$ cat config.mk
export PLATFORM = sky130hd
export DESIGN_NAME = k580vt57
export DESIGN_NICKNAME = d
export VERILOG_FILES = /design/src/rtl/k580vt57_pkg.sv /design/src/rtl/k580vt57_prio.sv /design/src/rtl/k580vt57.sv
export SDC_FILE = /design/constraint.sdc
export NUM_CORES = 1
export LEC_CHECK = 0
export CAP_MARGIN = 10
export CORE_MARGIN = 1
export CORE_UTILIZATION = 55
export DETAILED_ROUTE_END_ITERATION = 8
export PLACE_DENSITY = 0.72
export SKIP_CTS_REPAIR_TIMING = 1
export SLEW_MARGIN = 20
export SYNTH_ARGS = -nofsm -noshare
export SYNTH_HDL_FRONTEND = slang
export SYNTH_SLANG_ARGS = --single-unit
$ cat constraint.sdc
create_clock -name clk -period 3.9 [get_ports clk]
set_input_delay 0.39 -clock clk [delete_from_list [all_inputs] [get_ports clk]]
set_output_delay 0.39 -clock clk [all_outputs]
set_load 0.02 [all_outputs]
$ cat src/rtl/k580vt57_pkg.sv
// Shared types and constants for the K580VT57 four-channel DMA controller.
package k580vt57_pkg;

  typedef enum logic [2:0] {
    ST_IDLE,
    ST_WAITH,
    ST_S1,
    ST_S2,
    ST_S4
  } state_t;

  // Register select: 0..7 are channel address/count pairs, 8 is mode/status
  localparam logic [3:0] REG_MODE = 4'd8;

  localparam int MB_ROTATE   = 4;
  localparam int MB_EXTWR    = 5;
  localparam int MB_TCSTOP   = 6;
  localparam int MB_AUTOLOAD = 7;

  // Transfer type held in count bits 15:14
  localparam logic [1:0] XM_VERIFY = 2'b00;
  localparam logic [1:0] XM_WRITE  = 2'b01;
  localparam logic [1:0] XM_READ   = 2'b10;

endpackage

$ cat src/rtl/k580vt57_prio.sv
// Rotating-priority encoder: the channel after 'last' has the highest priority.
// Purely combinational; pass last=3 for fixed priority with channel 0 highest.
module k580vt57_prio
  import k580vt57_pkg::*;
(
  input  logic [3:0] pending,
  input  logic [1:0] last,
  output logic [3:0] grant
);

  logic [1:0] idx;

  // Walk from lowest to highest priority so the highest pending one is written last
  always_comb begin
    grant = 4'b0000;
    idx   = 2'd0;
    for (int i = 4; i >= 1; i--) begin
      idx = 2'(int'(last) + i);
      if (pending[idx]) grant = 4'b0001 << idx;
    end
  end

endmodule

$ cat src/rtl/k580vt57.sv
// K580VT57 DMA controller; optional channel-2 autoload under K580VT57_AUTOLOAD_EN.
// Latency: hrq one ce cycle after a pending drq, S1 one ce cycle after hlda.
// Backpressure: all progress is gated by ce and hlda; losing hlda ends the transfer early.
module k580vt57
  import k580vt57_pkg::*;
#(
  parameter int DACK_CYCLES = 1
) (
  input  logic        clk,
  input  logic        reset,
  input  logic        ce,
  input  logic [3:0]  iaddr,
  input  logic [7:0]  idata,
  output logic [7:0]  odata,
  input  logic        iwe_n,
  input  logic        ird_n,
  input  logic [3:0]  drq,
  output logic [3:0]  dack,
  output logic        hrq,
  input  logic        hlda,
  output logic [15:0] oaddr,
  output logic        memr_n,
  output logic        memw_n,
  output logic        tc,
  output logic        mark
);

`ifdef K580VT57_AUTOLOAD_EN
  localparam int MODE_W = 8;
`else
  localparam int MODE_W = 7;
`endif
  localparam logic [1:0] CYC_LAST = 2'(DACK_CYCLES - 1);

  state_t state, state_nx;
  logic [15:0] addr_r [4];
  logic [15:0] cnt_r  [4];
  logic [MODE_W-1:0] mode;
  logic        ff;
  logic [3:0]  tcflag;
  logic        update;
  logic [1:0]  chan, last, cyc;
  logic        iwe_q, ird_q;

  logic        cpu_wr, cpu_rd, al_en, xfer_tc, reload, s4_upd, active;
  logic [3:0]  addr_hit, cnt_hit, stop_mask, pending, grant;
  logic [1:0]  prio_last, grant_idx, xmode;
  logic [15:0] sel_word;
  logic [13:0] cur_cnt;

  assign cpu_wr = !iwe_q && iwe_n;
  assign cpu_rd = !ird_q && ird_n;

`ifdef K580VT57_AUTOLOAD_EN
  assign al_en = mode[MB_AUTOLOAD];
`else
  assign al_en = 1'b0;
`endif

  assign cur_cnt = cnt_r[chan][13:0];
  assign xmode   = cnt_r[chan][15:14];
  assign xfer_tc = (cur_cnt == 14'd0);
  assign reload  = al_en && (chan == 2'd2) && xfer_tc;
  assign s4_upd  = ce && !reset && (state == ST_S4);
  assign active  = (state == ST_S1) || (state == ST_S2);

  // A TC-stopped channel must not be re-granted by the S4 decision it ends in
  assign stop_mask = (state == ST_S4 && xfer_tc && mode[MB_TCSTOP] && !reload)
                     ? (4'b0001 << chan) : 4'b0000;
  assign pending   = drq & mode[3:0] & ~stop_mask;
  assign prio_last = mode[MB_ROTATE] ? last : 2'd3;

  k580vt57_prio u_prio (
    .pending (pending),
    .last    (prio_last),
    .grant   (grant)
  );

  assign grant_idx = grant[3] ? 2'd3 : grant[2] ? 2'd2 : grant[1] ? 2'd1 : 2'd0;

  always_comb begin
    addr_hit = 4'b0000;
    cnt_hit  = 4'b0000;
    if (cpu_wr && !iaddr[3]) begin
      if (iaddr[0]) cnt_hit[iaddr[2:1]]  = 1'b1;
      else          addr_hit[iaddr[2:1]] = 1'b1;
      if (al_en && iaddr[2:1] == 2'd2) begin
        cnt_hit[3]  = cnt_hit[2];
        addr_hit[3] = addr_hit[2];
      end
    end
  end

  always_comb begin
    state_nx = state;
    case (state)
      ST_IDLE:  if (|pending) state_nx = ST_WAITH;
      ST_WAITH: if (!(|pending)) state_nx = ST_IDLE;
                else if (hlda) state_nx = ST_S1;
      ST_S1:    state_nx = hlda ? ST_S2 : ST_S4;
      ST_S2:    if (!hlda || cyc == CYC_LAST) state_nx = ST_S4;
      ST_S4:    state_nx = (hlda && |pending) ? ST_S1 : ST_IDLE;
      default:  state_nx = ST_IDLE;
    endcase
  end

  assign hrq    = (state != ST_IDLE);
  assign dack   = active ? (4'b0001 << chan) : 4'b0000;
  assign oaddr  = active ? addr_r[chan] : 16'h0000;
  assign tc     = active && xfer_tc;
  assign mark   = active && (cur_cnt[6:0] == 7'd0) && !xfer_tc;
  assign memr_n = !((state == ST_S2) && (xmode == XM_READ));
  assign memw_n = !((xmode == XM_WRITE) &&
                    ((state == ST_S2) || (state == ST_S1 && mode[MB_EXTWR])));

  always_comb begin
    sel_word = iaddr[0] ? cnt_r[iaddr[2:1]] : addr_r[iaddr[2:1]];
    odata    = 8'h00;
    if (!iaddr[3])              odata = ff ? sel_word[15:8] : sel_word[7:0];
    else if (iaddr == REG_MODE) odata = {3'b000, update, tcflag};
  end

  always_ff @(posedge clk) begin
    if (reset) begin
      state  <= ST_IDLE;
      mode   <= '0;
      ff     <= 1'b0;
      tcflag <= 4'b0000;
      update <= 1'b0;
      chan   <= 2'd0;
      last   <= 2'd3;
      cyc    <= 2'd0;
      iwe_q  <= 1'b1;
      ird_q  <= 1'b1;
    end else begin
      iwe_q <= iwe_n;
      ird_q <= ird_n;
      if (ce) begin
        state <= state_nx;
        cyc   <= (state == ST_S2) ? cyc + 2'd1 : 2'd0;
        if (state_nx == ST_S1 && state != ST_S1) begin
          chan <= grant_idx;
          last <= grant_idx;
        end
      end
      // Clear before set so a TC landing on the status read is not lost
      if (cpu_rd && iaddr == REG_MODE) tcflag <= 4'b0000;
      if (s4_upd && xfer_tc) tcflag[chan] <= 1'b1;
      if (s4_upd) mode[3:0] <= mode[3:0] & ~stop_mask;
      if (cpu_wr && iaddr == REG_MODE) mode <= idata[MODE_W-1:0];
      if (cpu_wr && iaddr == REG_MODE) ff <= 1'b0;
      else if ((cpu_wr || cpu_rd) && !iaddr[3]) ff <= ~ff;
      if (s4_upd && reload) update <= 1'b1;
      else if (ce && state == ST_S1 && chan == 2'd2) update <= 1'b0;
    end
  end

  // Channel registers survive reset; a CPU byte write pre-empts the S4 update
  always_ff @(posedge clk) begin
    for (int k = 0; k < 4; k++) begin
      if (addr_hit[k]) begin
        if (ff) addr_r[k][15:8] <= idata;
        else    addr_r[k][7:0]  <= idata;
      end else if (s4_upd && chan == 2'(k)) begin
        addr_r[k] <= reload ? addr_r[3] : addr_r[k] + 16'd1;
      end
      if (cnt_hit[k]) begin
        if (ff) cnt_r[k][15:8] <= idata;
        else    cnt_r[k][7:0]  <= idata;
      end else if (s4_upd && chan == 2'(k)) begin
        cnt_r[k] <= reload ? cnt_r[3] : {cnt_r[k][15:14], cnt_r[k][13:0] - 14'd1};
      end
    end
  end

endmodule

==> reports/qor.csv, run 1 <==
stage,metric,value,unit
sta,final_hold_viol_count,0,
clocking,cts_root_buffer,clkbuf_16,
yosys,synth_edf_count,128,
layout,regArea,0.004345,mm^2
layout,multiInputGateArea,0.005513,mm^2
floorplan,start_util,56.21,%
yosys,synthTopCellsByArea,"edfxtp_1, mux4_2, a21oi_1, xnor2_1, dfxtp_1",
clocking,clkSinkCount,153,
layout,syn2layout_area_growth,13.13,%
grt,grt_start_max_net_pins,43,
yosys,synthFlopType,edfxtp_1,
yosys,yosysWarnings,0,
place,io_buffer_count,54,
clocking,clkTransAtPathRegs,0.06,ns
clocking,h-tree-depth,4,
routing,wl,28360,um
power_and_ir_drop,comb_power_share,7.2,%
routing,drt-pass1-iter-count,7,
yosys,yosysUniqueCellTypes,65,
yosys,yosysTopAreaCell,edfxtp_1,
floorplan,rows,49,
critical_path,crit_type,register to register,
layout,final_area,0.01146,mm^2
critical_path,crit_fanout,10,
yosys,synth_most_common_cell,edfxtp_1,
run,cap_viol_max_count,0,
floorplan,core_area,0.01802,mm^2
clocking,tritoncts,done,
routing,wl_per_cell,22.33,um
yosys,synth_area_per_cell,10.24,um^2
floorplan,die_y,137.7,um
power_and_ir_drop,p_leak,3.695,nW
yosys,syn_inst,989,
power_and_ir_drop,vdd_ir_drop_max,0.3570,mV
layout,antennaDiodeCount,0,
layout,fillers,1474,
critical_path,crit_path_end_kind,register,
sta,period_needed,3.699,ns
power_and_ir_drop,switching_share,23.37,%
critical_path,worst-endpoint-required,4.18,ns
sta,tightest_slew,1.065,ns
floorplan,die_area,0.01897,mm^2
sta,fin_skew,0.008343,ns
power_and_ir_drop,seq_power_share,50.4,%
yosys,async_reset_ff_share,0,%
floorplan,pin_count,55,
routing,via_per_inst,6.560,
min_path,hp-class,register to register,
power_and_ir_drop,clock_power_share,42.4,%
yosys,ys_seq_area_share,42.88,%
floorplan,die_w,137.7,um
layout,fin_util,63.58,%
place,dp.cells,1238,
sta,setup_viol,0,
sta,relSlewSlack,28.88,%
power_and_ir_drop,internal_power,2.711,mW
place,place.gp.congestion,0.9206,
place,hpwl,20700,um
power_and_ir_drop,power.density,308.6,mW/mm^2
sta,period_share,94.84,%
power_and_ir_drop,switchingPower,0.8265,mW
yosys,syn_nets,1024,
place,place_area,0.01094,mm^2
grt,grt_use_total,31.46,%
routing,drc,0,
routing,initialDrtViolationCount,998,
yosys,yosys-top-cells-count,"edfxtp_1, a21oi_1, nor2_1, nand2_1, xnor2_1",
layout,finalNonFillerCells,1270,
run_status,status,finished clean,
sta,fmax,270.4,MHz
grt,grt_pass1_wl,43150,um
sta,slew_violations,0,
critical_path,arrival,3.98,ns
yosys,synth_seq_cells,153,
layout,nets,1063,
routing,final_antenna_net_count,0,
routing,vias,8331,
grt,grt-ovfl-total,0,
layout,drive_above_1_share,13.64,%
critical_path,critPathLaunchType,register,
yosys,synthesis.area,0.01013,mm^2
sta,holdWs,0.4569,ns
clocking,insertion_delay,0.43,ns
sta,rsz0062_at_grt,false,
grt,grt_pass1_vias,7733,
grt,antenna_found_initial,0,
clocking,max-clock-path-buffers,2,
sta,finalSetupTns,0,ns
clocking,numCtsBuffers,17,
yosys,yosysTopAreaCellShare,37.94,%
## cells in the final DEF (no fill, tap or decap), types with 4 or more instances in the layout
master             n
clkbuf_16         17
edfxtp_1         128
xnor2_1           63
and3_1            24
nor3b_1            4
inv_1             22
or3_1              5
nor4_1            10
dfxtp_1           24
ha_1              13
nand4_1            8
nand2b_1          16
a31oi_1           11
and2_1            20
mux2_2             5
a221oi_1           4
nand3_1           19
buf_4             21
nand2_1           86
o211ai_1           6
a21oi_1          117
clkinv_2           6
o21ai_0           25
clkdlybuf4s50_1   52
or2_2             14
nor2b_1           10
nor2_1           113
nor3_1            22
xor2_1            37
mux4_2            55
mux2i_1            8
## area by class of cell
cell class	count	share of cell area, %
clock inverter	12	0.6878
multi-input combinational	758	48.10
clock buffer	20	3.897
inverter	22	0.7205
sequential	153	37.91
timing repair buffer	76	6.179
tap	229	2.500
## through the flow
| step | setup WS, ns | power, mW |
|---|---|---|
| 4_1_cts | 0.2352 | 3.538 |
| 2_1_floorplan | 0.5080 | 1.972 |
| 5_1_grt | 0.03877 | 3.617 |
| 3_3_place_gp | 0.3046 | 2.063 |
| 3_5_place_dp | 0.2535 | 2.068 |
| 6_report | 0.2011 | 3.537 |
## layer usage
layer | GRT usage [%] | part of all wire (%) | vias to the layer above
met3 | 6.806 | 11 | 66
met4 | 12.62 | 3.1 | 0
met1 | 44.66 | 41 | 4047
li1 | - | - | 3754
met5 | 0 | 0 | -
met2 | 46.87 | 45 | 464
## cell families (layout without fill, tap and decap cells)
logic type | count (synthesis) | count (layout) | synth area share (%)
adders and majority gates | 13 | 13 | 1.606
buffers and inverters | 78 | 130 | 2.939
muxes | 69 | 69 | 13.83
and+or+nand+nor | 365 | 365 | 17.49
xor gates and xnor gates | 100 | 100 | 8.645
AOI/OAI and AO/OA | 211 | 211 | 12.61
DFF | 153 | 153 | 42.88
## sequential cells by signal, summed over array words and instances, names as in the netlist, named ones only
register  cells
addr_r       64
cnt_r        64
mode          7
tcflag        4
state         3
chan          2
cyc           2
last          2
ff            1
ird_q         1
iwe_q         1
## final timing paths
path,slack (ns),cells past startpoint,endpoint,startpoint
worst max-delay path,0.20,9,register,cnt_r[0][2]$_DFFE_PP_
worst min-delay path,0.46,2,mode[5]$_SDFFE_PP0P_,mode[5]$_SDFFE_PP0P_
worst max register to register,0.20,9,register,cnt_r[0][2]$_DFFE_PP_
worst min register to register,0.46,2,mode[5]$_SDFFE_PP0P_,mode[5]$_SDFFE_PP0P_
## critical path: stages, from the launching register on
cell      delay (ns)
edfxtp_1        0.47
or4_4           0.56
or3_4           0.38
o41ai_4         0.28
o22ai_2         0.26
o311a_1         0.41
or2_1           0.25
a221o_1         0.36
a221oi_2        0.44
a221oi_1        0.15
## power by group through the flow
stage	Combinational (mW)	Sequential, mW	Clock [mW]
detailed placement	0.249	1.82	0
finish	0.253	1.78	1.50
CTS	0.250	1.78	1.50
global route	0.270	1.78	1.56
floorplan	0.161	1.81	0
global placement	0.245	1.82	0
Power figures use the tool's default switching activity.
==> run 2, diff against run 1 <==
- CAP_MARGIN: 10 -> 25
==> reports/qor.csv, run 2 (same netlist as run 1, synthesis figures left out) <==
stage,metric,value,unit
critical_path,slowest_delay,0.56,ns
floorplan,die_y,137.7,um
clocking,clkSinkCount,153,
power_and_ir_drop,comb_power_share,7.3,%
clocking,max-clock-path-buffers,2,
power_and_ir_drop,switching_share,23.28,%
critical_path,crit_type,register to register,
sta,relSlewSlack,32.00,%
critical_path,critPathLaunchType,register,
floorplan,die_w,137.7,um
power_and_ir_drop,power.density,308.1,mW/mm^2
clocking,tritoncts,done,
clocking,cts_root_buffer,clkbuf_16,
place,hpwl,20700,um
routing,initialDrtViolationCount,958,
power_and_ir_drop,vdd_ir_drop_max,0.3536,mV
power_and_ir_drop,p_leak,3.702,nW
min_path,hp-class,register to register,
grt,grt_use_total,31.46,%
layout,multiInputGateArea,0.005513,mm^2
floorplan,rows,49,
layout,nets,1064,
sta,fin_skew,0.009708,ns
routing,wl_per_cell,22.37,um
critical_path,arrival,3.97,ns
layout,final_area,0.01148,mm^2
floorplan,die_area,0.01897,mm^2
sta,period_share,94.81,%
layout,regArea,0.004345,mm^2
power_and_ir_drop,clock_power_share,42.4,%
clocking,numCtsBuffers,17,
clocking,clkTransAtPathRegs,0.06,ns
clocking,insertion_delay,0.43,ns
place,dp.cells,1238,
layout,fin_util,63.67,%
critical_path,rr_startpoint,cnt_r[0][2]$_DFFE_PP_,
run_status,status,finished clean,
layout,layout_commonest_cell,edfxtp_1,
routing,wl,28430,um
layout,antennaDiodeCount,0,
grt,grt_pass1_wl,43150,um
sta,fmax,270.5,MHz
critical_path,crit_start,cnt_r[0][2]$_DFFE_PP_,
grt,antenna_found_initial,0,
critical_path,crit_path_cell_trace,"or4_4, or3_4, o41ai_4, o22ai_2, o311a_1, or2_1, a221o_1, a221oi_2, a221oi_1",
grt,grt-ovfl-total,0,
place,io_buffer_count,54,
sta,final_hold_viol_count,0,
layout,finalNonFillerCells,1271,
routing,via_per_inst,6.548,
layout,top_regs,"addr_r: 64 flops, cnt_r: 64 flops, mode: 7 flops",
layout,fillers,1473,
sta,setup_viol,0,
sta,tightest_slew,1.017,ns
grt,grt_pass1_vias,7733,
floorplan,pin_count,55,
floorplan,start_util,56.21,%
routing,final_antenna_net_count,0,
routing,drc,0,
layout,final_cell_mix,"edfxtp_1, a21oi_1, nor2_1, nand2_1, xnor2_1",
grt,grt_start_max_net_pins,43,
critical_path,worst-endpoint-required,4.17,ns
floorplan,core_area,0.01802,mm^2
sta,slew_violations,0,
critical_path,r2r_setup_slack,0.20,ns
power_and_ir_drop,total_power,3.536,mW
place,place_area,0.01094,mm^2
run,cap_viol_max_count,0,
sta,period_needed,3.698,ns
sta,rsz0062_at_grt,false,
sta,finalSetupTns,0,ns
critical_path,reg2regPathDepth,9,
routing,vias,8322,
place,place.gp.congestion,0.9206,
layout,drive_above_1_share,13.72,%
routing,drt-pass1-iter-count,5,
layout,syn2layout_area_growth,13.28,%
clocking,h-tree-depth,4,
critical_path,critPathSlowestCell,or4_4,
critical_path,crit_path_end_kind,register,
critical_path,crit_fanout,10,
power_and_ir_drop,internal_power,2.712,mW
power_and_ir_drop,switchingPower,0.8231,mW
power_and_ir_drop,seq_power_share,50.3,%
run 2: cell count changes in the layout (fill, tap and decap cells not counted), sizes merged:
cell,previous run,this run
buf,24,25
run 2: metal layers:
layer	part of all wire [%]	global-route usage [%]	routed length [um]	vias to the layer above
met1	40	44.66	11500	4009
met4	3.1	12.62	885	0
met3	12	6.806	3307	65
li1	-	-	-	3759
met5	0	0	0	-
met2	45	46.87	12740	489
run 2: worst min-delay path by stage:
stage,cells after the start,endpoint,from
finish,2,mode[5]$_SDFFE_PP0P_,mode[5]$_SDFFE_PP0P_
global placement,2,mode[6]$_SDFFE_PP0P_,mode[6]$_SDFFE_PP0P_
detailed placement,2,mode[5]$_SDFFE_PP0P_,mode[5]$_SDFFE_PP0P_
CTS,2,mode[5]$_SDFFE_PP0P_,mode[5]$_SDFFE_PP0P_
floorplan,2,mode[6]$_SDFFE_PP0P_,mode[6]$_SDFFE_PP0P_
global route,2,mode[6]$_SDFFE_PP0P_,mode[6]$_SDFFE_PP0P_
run 2: power by group through the flow:
| stage | clock network (mW) | registers, mW | logic [mW] |
|---|---|---|---|
| detailed placement | 0 | 1.82 | 0.249 |
| global placement | 0 | 1.82 | 0.245 |
| floorplan | 0 | 1.81 | 0.161 |
| finish | 1.50 | 1.78 | 0.258 |
| global route | 1.56 | 1.78 | 0.276 |
| CTS | 1.50 | 1.78 | 0.250 |
run 2: critical path: cells and delay by family, from the launching register on:
| family | cells | cell delay [ns] |
|---|---|---|
| flip-flops | 1 | 0.47 |
| AO/OA/AOI/OAI | 6 | 1.89 |
| AND/OR/NAND/NOR | 3 | 1.19 |
run 2: area by class of cell:
type / count / share of cell area, %
flip-flops and latches: 153 / 37.87
clock buffers: 20 / 3.892
well taps: 229 / 2.497
clock inverters: 12 / 0.6869
repair buffers: 77 / 6.302
multi-input cells: 758 / 48.04
inverters: 22 / 0.7196
run 2: through the flow:
step	setup slack (ns)	hold WS, ns
after global placement	0.3046	0.4398
final	0.2025	0.4542
after global routing	0.03877	0.4855
after detailed placement	0.2535	0.4479
after CTS	0.2352	0.4565
after floorplan	0.5080	0.4319
==> run 3, diff against run 2 <==
- clock period: 3.9 -> 4.43 ns (I/O delays scaled with it)
==> reports/qor.csv, run 3 (same netlist as run 1, synthesis figures left out) <==
stage,metric,value,unit
floorplan,die_area,0.01897,mm^2
clocking,insertion_delay,0.44,ns
place,place.gp.congestion,0.9688,
place,dp.cells,1234,
critical_path,crit_fanout,8,
clocking,clkTransAtPathRegs,0.06,ns
critical_path,cp_num_cells,9,
clocking,h-tree-depth,4,
floorplan,pin_count,55,
critical_path,slowest_delay,0.59,ns
min_path,hold_depth,2,
sta,final_hold_viol_count,0,
floorplan,rows,49,
routing,wl,28460,um
sta,rsz0062_at_grt,false,
layout,fillers,1472,
min_path,min_from,mode[6]$_SDFFE_PP0P_,
critical_path,critPathSlowestCell,or4_4,
critical_path,worst-endpoint-required,4.74,ns
critical_path,crit_type,register to register,
layout,syn2layout_area_growth,13.83,%
layout,layout_commonest_cell,edfxtp_1,
routing,final_antenna_net_count,0,
clocking,numCtsBuffers,17,
routing,drc,0,
critical_path,critPathLaunchType,register,
clocking,tritoncts,done,
clocking,cts_root_buffer,clkbuf_16,
layout,final_cell_mix,"edfxtp_1, a21oi_1, nor2_1, nand2_1, xnor2_1",
min_path,hp-class,register to register,
critical_path,crit_path_cell_trace,"or4_4, or3_4, o41ai_4, o221ai_1, o311ai_0, a211oi_1, a221o_1, a211o_1, a221oi_1",
layout,drive_above_1_share,13.31,%
clocking,clkSinkCount,153,
sta,holdWs,0.4526,ns
sta,finalSetupTns,0,ns
grt,grt_start_max_net_pins,43,
run_status,status,finished clean,
min_path,whs_endpoint,mode[6]$_SDFFE_PP0P_,
routing,via_per_inst,6.544,
power_and_ir_drop,power.density,291.0,mW/mm^2
critical_path,rr_startpoint,cnt_r[0][2]$_DFFE_PP_,
layout,nets,1059,
run,cap_viol_max_count,0,
place,hpwl,20610,um
floorplan,die_y,137.7,um
place,pre_cts_slack,0.5934,ns
grt,grt_pass1_wl,43950,um
floorplan,die_w,137.7,um
floorplan,start_util,56.21,%
critical_path,arrival,4.24,ns
grt,grt_use_total,32.06,%
critical_path,reg2regPathDepth,9,
layout,top_regs,"addr_r: 64 flops, cnt_r: 64 flops, mode: 7 flops",
power_and_ir_drop,total_power,3.356,mW
routing,drt-pass1-iter-count,6,
grt,antenna_found_initial,0,
grt,grt_pass1_vias,7636,
sta,period_share,88.79,%
routing,initialDrtViolationCount,1161,
sta,relSlewSlack,30.03,%
sta,tightest_slew,1.046,ns
routing,wl_per_cell,22.46,um
sta,setup_viol,0,
critical_path,cp_top_family,compound AO/OA/AOI/OAI gates,
layout,finalNonFillerCells,1267,
floorplan,core_area,0.01802,mm^2
clocking,max-clock-path-buffers,2,
sta,setup_slack,0.4966,ns
grt,grt-ovfl-total,0,
sta,fin_skew,0.008970,ns
power_and_ir_drop,vdd_ir_drop_max,0.2811,mV
critical_path,crit_buf_inv,0,
sta,period_needed,3.933,ns
sta,slew_violations,0,
sta,fmax,254.2,MHz
routing,vias,8291,
power_and_ir_drop,p_leak,3.723,nW
place,io_buffer_count,54,
critical_path,r2r_setup_slack,0.50,ns
critical_path,crit_path_end_kind,register,
-- run 3: changes by cell type in the layout (fill, tap and decap cells not counted), sizes merged --
cell | previous run | this run
diode | 0 | 1
clkinvlp | 3 | 0
bufinv | 0 | 4
inv | 23 | 25
buf | 25 | 20
clkbuf | 20 | 17
-- run 3: power breakdown --
part / internal, mW / leakage (nW) / switching, mW
combinational: 0.0985 / 2.08 / 0.126
clock: 0.944 / 0.305 / 0.617
sequential: 1.56 / 1.34 / 0.00958
total: 2.60 / 3.72 / 0.753
-- run 3: worst min-delay path, delay by kind of cell (launching register included) --
| family | cells | cell delay (ns) |
|---|---|---|
| compound gates | 1 | 0.05 |
| flops | 1 | 0.31 |
| simple gates | 1 | 0.05 |
-- run 3: worst max-delay path by stage --
stage                          start       end  slack, ns
2_1_floorplan  cnt_r[0][2]$_DFFE_PP_  register       1.04
3_3_place_gp   cnt_r[0][2]$_DFFE_PP_  register       0.74
3_5_place_dp   cnt_r[0][2]$_DFFE_PP_  register       0.59
4_1_cts        cnt_r[0][2]$_DFFE_PP_  register       0.55
5_1_grt        cnt_r[0][2]$_DFFE_PP_  register       0.20
6_report       cnt_r[0][2]$_DFFE_PP_  register       0.50
-- run 3: per-stage QoR --
step,instance area [um^2],utilization (%)
after floorplan,10130,-
after global placement,10910,60.50
after detailed placement,10910,60.50
after CTS,11530,63.96
after global routing,11530,63.97
final,11530,63.98
-- run 3: final cells by class --
type	count	area [um^2]	share of cell area (%)
clock inverter	15	197.7	1.714
timing repair buffer	72	678.2	5.880
antenna	1	2.502	0.02170
tap	229	286.5	2.485
inverter	22	82.58	0.7161
multi-input combinational	758	5513	47.80
clock buffer	17	425.4	3.689
sequential	153	4347	37.69
-- run 3: layer usage --
| metal | share of wire, % | GRT usage [%] | up-vias |
|---|---|---|---|
| met2 | 44 | 46.45 | 475 |
| met5 | 0 | 0 | - |
| met4 | 2.6 | 10.87 | 0 |
| li1 | - | - | 3754 |
| met1 | 42 | 47.70 | 4005 |
| met3 | 11 | 6.549 | 57 |
